[src/rtl/seg_scan_pkg.sv]
// seg_scan_pkg: shared states, anode slot codes and segment patterns for seg_scan_decoder.
package seg_scan_pkg;
   typedef enum logic [1:0] {BLANK, SETTLE, HELD} scan_state_e;
   localparam logic [3:0] AN_ONES      = 4'b1110;
   localparam logic [3:0] AN_TENS      = 4'b1101;
   localparam logic [3:0] AN_HUNDREDS  = 4'b1011;
   localparam logic [3:0] AN_THOUSANDS = 4'b0111;
   localparam logic [3:0] AN_BLANK     = 4'b1111;
   localparam logic [6:0] SEG_BLANK    = 7'b1111111;
   // Active-low, bit6=g .. bit0=a, indexed by hex digit.
   localparam logic [6:0] SEG_PAT [16] = '{
      7'b1000000, 7'b1111001, 7'b0100100, 7'b0110000,
      7'b0011001, 7'b0010010, 7'b0000010, 7'b1111000,
      7'b0000000, 7'b0011000, 7'b0001000, 7'b0000011,
      7'b1000110, 7'b0100001, 7'b0000110, 7'b0001110
   };
endpackage

[src/rtl/seg_scan_decoder_seg7_to_hex.sv]
// seg7_to_hex: active-low 7-segment pattern to hex digit with a valid flag.
module seg7_to_hex
   import seg_scan_pkg::*;
(
   input  logic [6:0] segs_i,
   output logic [3:0] digit_o,
   output logic       valid_o
);
   always_comb begin
      digit_o = '0;
      valid_o = 1'b0;
      for (int i = 0; i < 16; i++)
         if (segs_i == SEG_PAT[i]) begin
            digit_o = 4'(i);
            valid_o = 1'b1;
         end
   end
endmodule

[src/rtl/seg_scan_decoder.sv]
// seg_scan_decoder: decodes scanned 7-segment anode/segment buses back into a digit frame.
// Define SEG_SCAN_SYNC_EN to pass anode/segs through a 2-flop synchronizer.
module seg_scan_decoder
   import seg_scan_pkg::*;
#(
   parameter int SETTLE_CYCLES  = 4,
   parameter int TIMEOUT_CYCLES = 2_000_000
) (
   input  logic       clk,
   input  logic       reset,
   input  logic [3:0] anode,
   input  logic [6:0] segs,
   output logic [3:0] ones,
   output logic [3:0] tens,
   output logic [3:0] hundreds,
   output logic [3:0] thousands,
   output logic       frame_valid,
   output logic       err,
   output logic [7:0] err_count,
   output logic       stale
);
   localparam logic [7:0]  SETTLE_N = 8'(SETTLE_CYCLES);
   localparam logic [31:0] TO_N     = 32'(TIMEOUT_CYCLES);
   logic [3:0] anode_s;
   logic [6:0] segs_s;
`ifdef SEG_SCAN_SYNC_EN
   logic [3:0] an_m_q, an_s_q;
   logic [6:0] sg_m_q, sg_s_q;
   always_ff @(posedge clk)
      if (!reset) begin
         {an_m_q, an_s_q} <= {AN_BLANK, AN_BLANK};
         {sg_m_q, sg_s_q} <= {SEG_BLANK, SEG_BLANK};
      end else begin
         {an_m_q, an_s_q} <= {anode, an_m_q};
         {sg_m_q, sg_s_q} <= {segs, sg_m_q};
      end
   assign anode_s = an_s_q;
   assign segs_s  = sg_s_q;
`else
   assign anode_s = anode;
   assign segs_s  = segs;
`endif
   scan_state_e      state_q, state_d;
   logic [7:0]       cnt_q, cnt_d, err_count_q, err_count_d;
   logic [10:0]      prev_q;
   logic [3:0]       mask_q, mask_d, mask_n;
   logic [3:0][3:0]  shadow_q, shadow_d, dig_q, dig_d;
   logic [31:0]      to_q, to_d;
   logic             fv_q, err_q, stale_q, eval, blank, same, one_low, accept, publish;
   logic [3:0]       digit;
   logic             seg_ok;
   logic [1:0]       pos;
   seg7_to_hex u_dec (.segs_i(segs_s), .digit_o(digit), .valid_o(seg_ok));
   always_comb begin
      state_d = state_q;
      cnt_d   = cnt_q;
      blank   = anode_s == AN_BLANK;
      same    = {anode_s, segs_s} == prev_q;
      case (state_q)
         BLANK:  if (!blank) begin
                    state_d = SETTLE;
                    cnt_d   = 8'd1;
                 end
         SETTLE: begin
                    state_d = !same && blank ? BLANK : SETTLE;
                    cnt_d   = same ? cnt_q + 8'd1 : 8'd1;
                 end
         default: if (!same) begin
                    state_d = blank ? BLANK : SETTLE;
                    cnt_d   = 8'd1;
                 end
      endcase
      // A slot is evaluated on the sample that completes the settle run.
      eval = state_d == SETTLE && cnt_d == SETTLE_N;
      if (eval) state_d = HELD;
      one_low  = anode_s inside {AN_ONES, AN_TENS, AN_HUNDREDS, AN_THOUSANDS};
      pos      = anode_s == AN_ONES ? 2'd0 : anode_s == AN_TENS ? 2'd1 :
                 anode_s == AN_HUNDREDS ? 2'd2 : 2'd3;
      accept   = eval && one_low && seg_ok;
      mask_n   = accept ? mask_q | ~anode_s : mask_q;
      publish  = accept && &mask_n[2:0];
      mask_d   = publish ? 4'd0 : mask_n;
      shadow_d = shadow_q;
      if (accept) shadow_d[pos] = digit;
      dig_d       = publish ? shadow_d : dig_q;
      err_count_d = eval && !accept && err_count_q != 8'hFF ? err_count_q + 8'd1 : err_count_q;
      to_d        = accept ? 32'd0 : to_q == TO_N ? to_q : to_q + 32'd1;
   end
   always_ff @(posedge clk)
      if (!reset) begin
         state_q     <= BLANK;
         cnt_q       <= '0;
         prev_q      <= {AN_BLANK, SEG_BLANK};
         mask_q      <= '0;
         shadow_q    <= '0;
         dig_q       <= '0;
         err_count_q <= '0;
         to_q        <= '0;
         fv_q        <= 1'b0;
         err_q       <= 1'b0;
         stale_q     <= 1'b0;
      end else begin
         state_q     <= state_d;
         cnt_q       <= cnt_d;
         prev_q      <= {anode_s, segs_s};
         mask_q      <= mask_d;
         shadow_q    <= shadow_d;
         dig_q       <= dig_d;
         err_count_q <= err_count_d;
         to_q        <= to_d;
         fv_q        <= publish;
         err_q       <= eval && !accept;
         stale_q     <= !accept && to_d == TO_N;
      end
   assign ones        = dig_q[0];
   assign tens        = dig_q[1];
   assign hundreds    = dig_q[2];
   assign thousands   = dig_q[3];
   assign frame_valid = fv_q;
   assign err         = err_q;
   assign err_count   = err_count_q;
   assign stale       = stale_q;
endmodule
[config.mk]
export PLATFORM = sky130hd
export DESIGN_NAME = seg_scan_decoder
export DESIGN_NICKNAME = d
export VERILOG_FILES = /design/src/rtl/seg_scan_pkg.sv /design/src/rtl/seg_scan_decoder_seg7_to_hex.sv /design/src/rtl/seg_scan_decoder.sv
export SDC_FILE = /design/constraint.sdc
export NUM_CORES = 1
export LEC_CHECK = 0
export CORE_ASPECT_RATIO = 1.4
export CORE_UTILIZATION = 60
export CTS_BUF_LIST = sky130_fd_sc_hd__clkbuf_4 sky130_fd_sc_hd__clkbuf_8
export DETAILED_ROUTE_END_ITERATION = 10
export DONT_BUFFER_PORTS = 1
export PLACE_DENSITY = 0.82
export SYNTH_ARGS = -nofsm -noshare
export SYNTH_HDL_FRONTEND = slang
export SYNTH_SLANG_ARGS = --single-unit
export TNS_END_PERCENT = 100
[constraint.sdc]
create_clock -name clk -period 8 [get_ports clk]
set_input_delay 1.6 -clock clk [delete_from_list [all_inputs] [get_ports clk]]
set_output_delay 1.6 -clock clk [all_outputs]
set_load 0.02 [all_outputs]
==> key figures <==
Run status
  – Status: finished clean

Worst setup path
  – R2R setup slack: ~4.8 ns
  – Critical path class: in2reg
  – CP cell instances: or3_1 > o22ai_1 > o221ai_2 > a31o_2 > nor4_4 > o211ai_1 > o22ai_1
  – Worst Setup End Kind: register
  – Cell mode on critical path: o22ai_1
  – CP top delay family: simple AND/OR/NAND/NOR gates
  – R2r worst-path depth: 7
  – Startpoint Class: input port
  – Worst reg2reg path startpoint: state_q[0]
  – Worst-path fanout max: 22
  – FF-to-FF End: hundreds[0]
  – Buf/Inv on CP: 0
  – Slowest CP cell: nor4_4
  – CP max stage delay: a little under 1 ns
  – Critical Path RT: 8.31 ns
  – Critical path arrival: 4.25 ns

Detailed routing
  – Via Count: 4873
  – Post-DR wirelength/cell: about 17 um
  – 1st-pass router iterations: 4
  – Vias per cell: around 6.5
  – Final wirelength: between 10000 and 15000 um
  – ANT nets after route: 0
  – Residual DRC count: 0
  – Drt first-iter violations: approximately 180

Pwr
  – Pwr/cell area: roughly 150 nW/um^2
  – Seq pwr share: a little under three fifths
  – Internal Pwr Total: 0.646 mW
  – Logic pwr share: 5.6%
  – Sw Ratio: between 20 and 30%
  – P_sw: between 0.2 and 0.25 mW
  – Clock Power Share: around 38%
  – Peak VDD IR: roughly 0.16 mV
  – Static Leakage: about 1.9 nW

Floorplanning
  – Initial Utilization: 61.6%
  – FP Rows: between 40 and 50
  – Io pins: 40
  – Chip width: around 83 um
  – Die Footprint: slightly below 10000 sq um
  – Height of the die: 116 um
  – Core ar.: around 9000 sq um

Global route
  – Initial antenna violation count: 0
  – GR Overflow Total: 0
  – Vias in the first global route: 4571
  – Grt met2 use: a little under half
  – Grt peak-use layer: met2
  – GRT Total Usage: roughly 27%
  – M1 GR Usage: around 31%
  – Largest net degree at the start of global routing: 37
  – Global-route wire length before repair: 21200 um
  – GR met3 Demand/Resource: around 7.7%

Timing
  – WHS: 0.471 ns
  – Max_slew headroom: about a quarter
  – Final hold vios: 0
  – Worst slew pin tran: 1.12 ns
  – F_max: roughly 0.25 GHz
  – Final min period: just under 4 ns
  – Final Setup Violations: 0
  – Setup_tns: 0 ns
  – Unrepaired setup endpoints after global routing: no
  – Max-slew violations: 0
  – Clk_skew: between 0.015 and 0.02 ns
  – Fin crit share: between 40% and 50%

Synthesis
  – XOR/XNOR Fraction of Synth Area: 8.79%
  – Synthesized Nets: ~700
  – Complex-gate fraction of the synthesized area: between 10% and 20%
  – Syn_area_per_cell: roughly 8.3 sq um
  – Count of cell types in the netlist: 74
  – Mapped Area: 5560 sq um
  – Post-synth EDFFs: 0
  – Synth Area in Adders: 0.899%
  – Top_reg_cell synth: dfxtp_1
  – Post-Synth Simple-Gate Area: 31.2%
  – Largest family of logic cells by synthesized area: simple AND/OR/NAND/NOR gates
  – Post-Syn Instances: approximately 670
  – YS warnings: 0
  – Yosys reg bits: 99
  – Fraction of the yosys area taken by sequential cells: 35.6%
  – Post-synthesis mux area share: ~2.9%
  – Async SR Flop Fraction: 0%

Clock network
  – CTS Buffer Depth: 2
  – CTS Buf Count: 9
  – Setup repair bufs after CTS: 0
  – Resize count post-CTS: 0
  – Clk Latency, worst-skew pair: 0.39 ns
  – CTS tree: built
  – Clk sinks: about 100
  – H-Tree Level Count: 3
  – Root Driver: clkbuf_8
  – CTS clk-pin slew, worst paths: 0.11 ns
  – # hold bufs at CTS: 0

Placement
  – PortBufs: 0
  – Detailed Place HPWL: 8920 um
  – GPL Wtd Cong: around 0.92

Finish
  – ANT cells: 0
  – # nets final: roughly 650
  – Syn-to-layout area delta: 2.61%
  – Fin util: a little over three fifths
  – Layout cells sized above 1: under 10%

Worst hold path
  – Cells on Worst Hold Path: 2
  – Hold path start: shadow_q[2]
  – Min-Delay Path Class: reg2reg
  – Hold EP: shadow_q[2]

Flow run
  – Max Cap Viol: 0
-- routing by layer --
metal	part of all wire, %	up-vias
met5	0	-
met4	2.8	0
met3	6.7	29
met2	50	181
met1	41	2322
li1	-	2341
-- final cells by class --
type	instances	area [sq um]
repair buffers	2	15.0
clock inverters	7	83.8
well taps	107	134
clock buffers	9	124
flip-flops and latches	99	1980
fillers	750	3320
inverters	24	90.1
multi-input cells	499	3280
-- placed cells by master (no fill, tap or decap), types with 4 or more instances in the layout --
cell type and count:
nand4_1 19, xnor2_1 21, dfxtp_1 99, a22oi_1 4, nor2b_1 6, nor3b_1 4, or4_1 9, a211oi_1 11
xor2_1 33, mux2i_1 8, inv_1 24, nand2b_1 16, nand2_1 53, o21ai_0 17, o31ai_1 4, o211ai_1 9
and3_1 15, clkbuf_8 9, ha_1 4, nand3_1 23, nor4_4 4, or3_1 5, and2_1 7, nor3_1 20
mux2_2 6, a21oi_1 31, nor2_1 70, o22ai_1 9, a31oi_1 6, and4_1 8, nor4_1 16
-- worst min-delay path, delay by kind of cell (launching register included) --
family | cells | cell delay, ns
AO/OA/AOI/OAI | 1 | 0.05
flip-flops | 1 | 0.33
AND/OR/NAND/NOR | 1 | 0.05
-- cells by family after synthesis --
family / after synthesis
AOI/OAI and AO/OA: 122
muxes: 15
and+or+nand+nor: 303
DFF: 99
xor gates and xnor gates: 55
buffers and inverters: 70
adders and majority gates: 4
-- power groups by stage --
| stage | Clock (mW) | Sequential, mW | Combinational, mW |
|---|---|---|---|
| 4_1_cts | 0.339 | 0.503 | 0.0488 |
| 3_3_place_gp | 0 | 0.514 | 0.0474 |
| 3_5_place_dp | 0 | 0.514 | 0.0483 |
| 2_1_floorplan | 0 | 0.512 | 0.0519 |
| 5_1_grt | 0.359 | 0.504 | 0.0544 |
| 6_report | 0.332 | 0.503 | 0.0492 |
-- metrics by stage --
stage                     instance area (sq um)  total power [mW]  setup WS (ns)  cells
after detailed placement                   5500             0.563           3.68    731
after global routing                       5710             0.917           3.81    747
after CTS                                  5710             0.891           4.08    747
after floorplan                            5560             0.564           4.23    668
final                                      5710             0.885           4.07    747
after global placement                     5500             0.562           3.79    731
-- synth_stat cells, types with 4 or more instances --
cell      count  share of area [%]
a211oi_1     11                1.5
a21oi_1      31                2.8
a22oi_1       4               0.54
a31oi_1       6               0.67
and2_1        7               0.79
and3_1       15                1.7
and4_1        8                1.3
buf_2        11               0.99
buf_4         5               0.67
clkbuf_1     25                1.7
dfxtp_1      99                 36
ha_1          4               0.90
inv_1        24                1.6
mux2_2        6                1.2
mux2i_1       8                1.4
nand2_1      53                3.6
nand2b_1     16                1.8
nand3_1      23                2.1
nand4_1      19                2.1
nor2_1       70                4.7
nor2b_1       6               0.67
nor3_1       20                1.8
nor3b_1       4               0.54
nor4_1       16                1.8
nor4_4        4                1.5
o211ai_1      9                1.2
o21ai_0      17                1.5
o22ai_1       9                1.0
o31ai_1       4               0.54
or3_1         5               0.56
or4_1         9                1.2
xnor2_1      21                3.3
xor2_1       33                5.2
-- worst max path at each step --
stage	start	end	slack (ns)	cells after the start
floorplan	anode[0]	thousands[3]	4.23	9
global placement	segs[3]	thousands[2]	3.79	7
detailed placement	segs[2]	hundreds[0]	3.68	7
CTS	segs[2]	hundreds[0]	4.08	7
global route	anode[3]	hundreds[1]	3.81	7
finish	segs[2]	hundreds[0]	4.07	7
-- sequential cells by signal, indices dropped and copies added, names as in the netlist, 2 cells and up --
register   cells
mask_q         3
cnt_q          8
thousands      4
to_q          32
ones           4
tens           4
err_count      8
hundreds       4
shadow_q      16
state_q        2
prev_q        11
No activity file was read; power rests on OpenSTA's default activity.
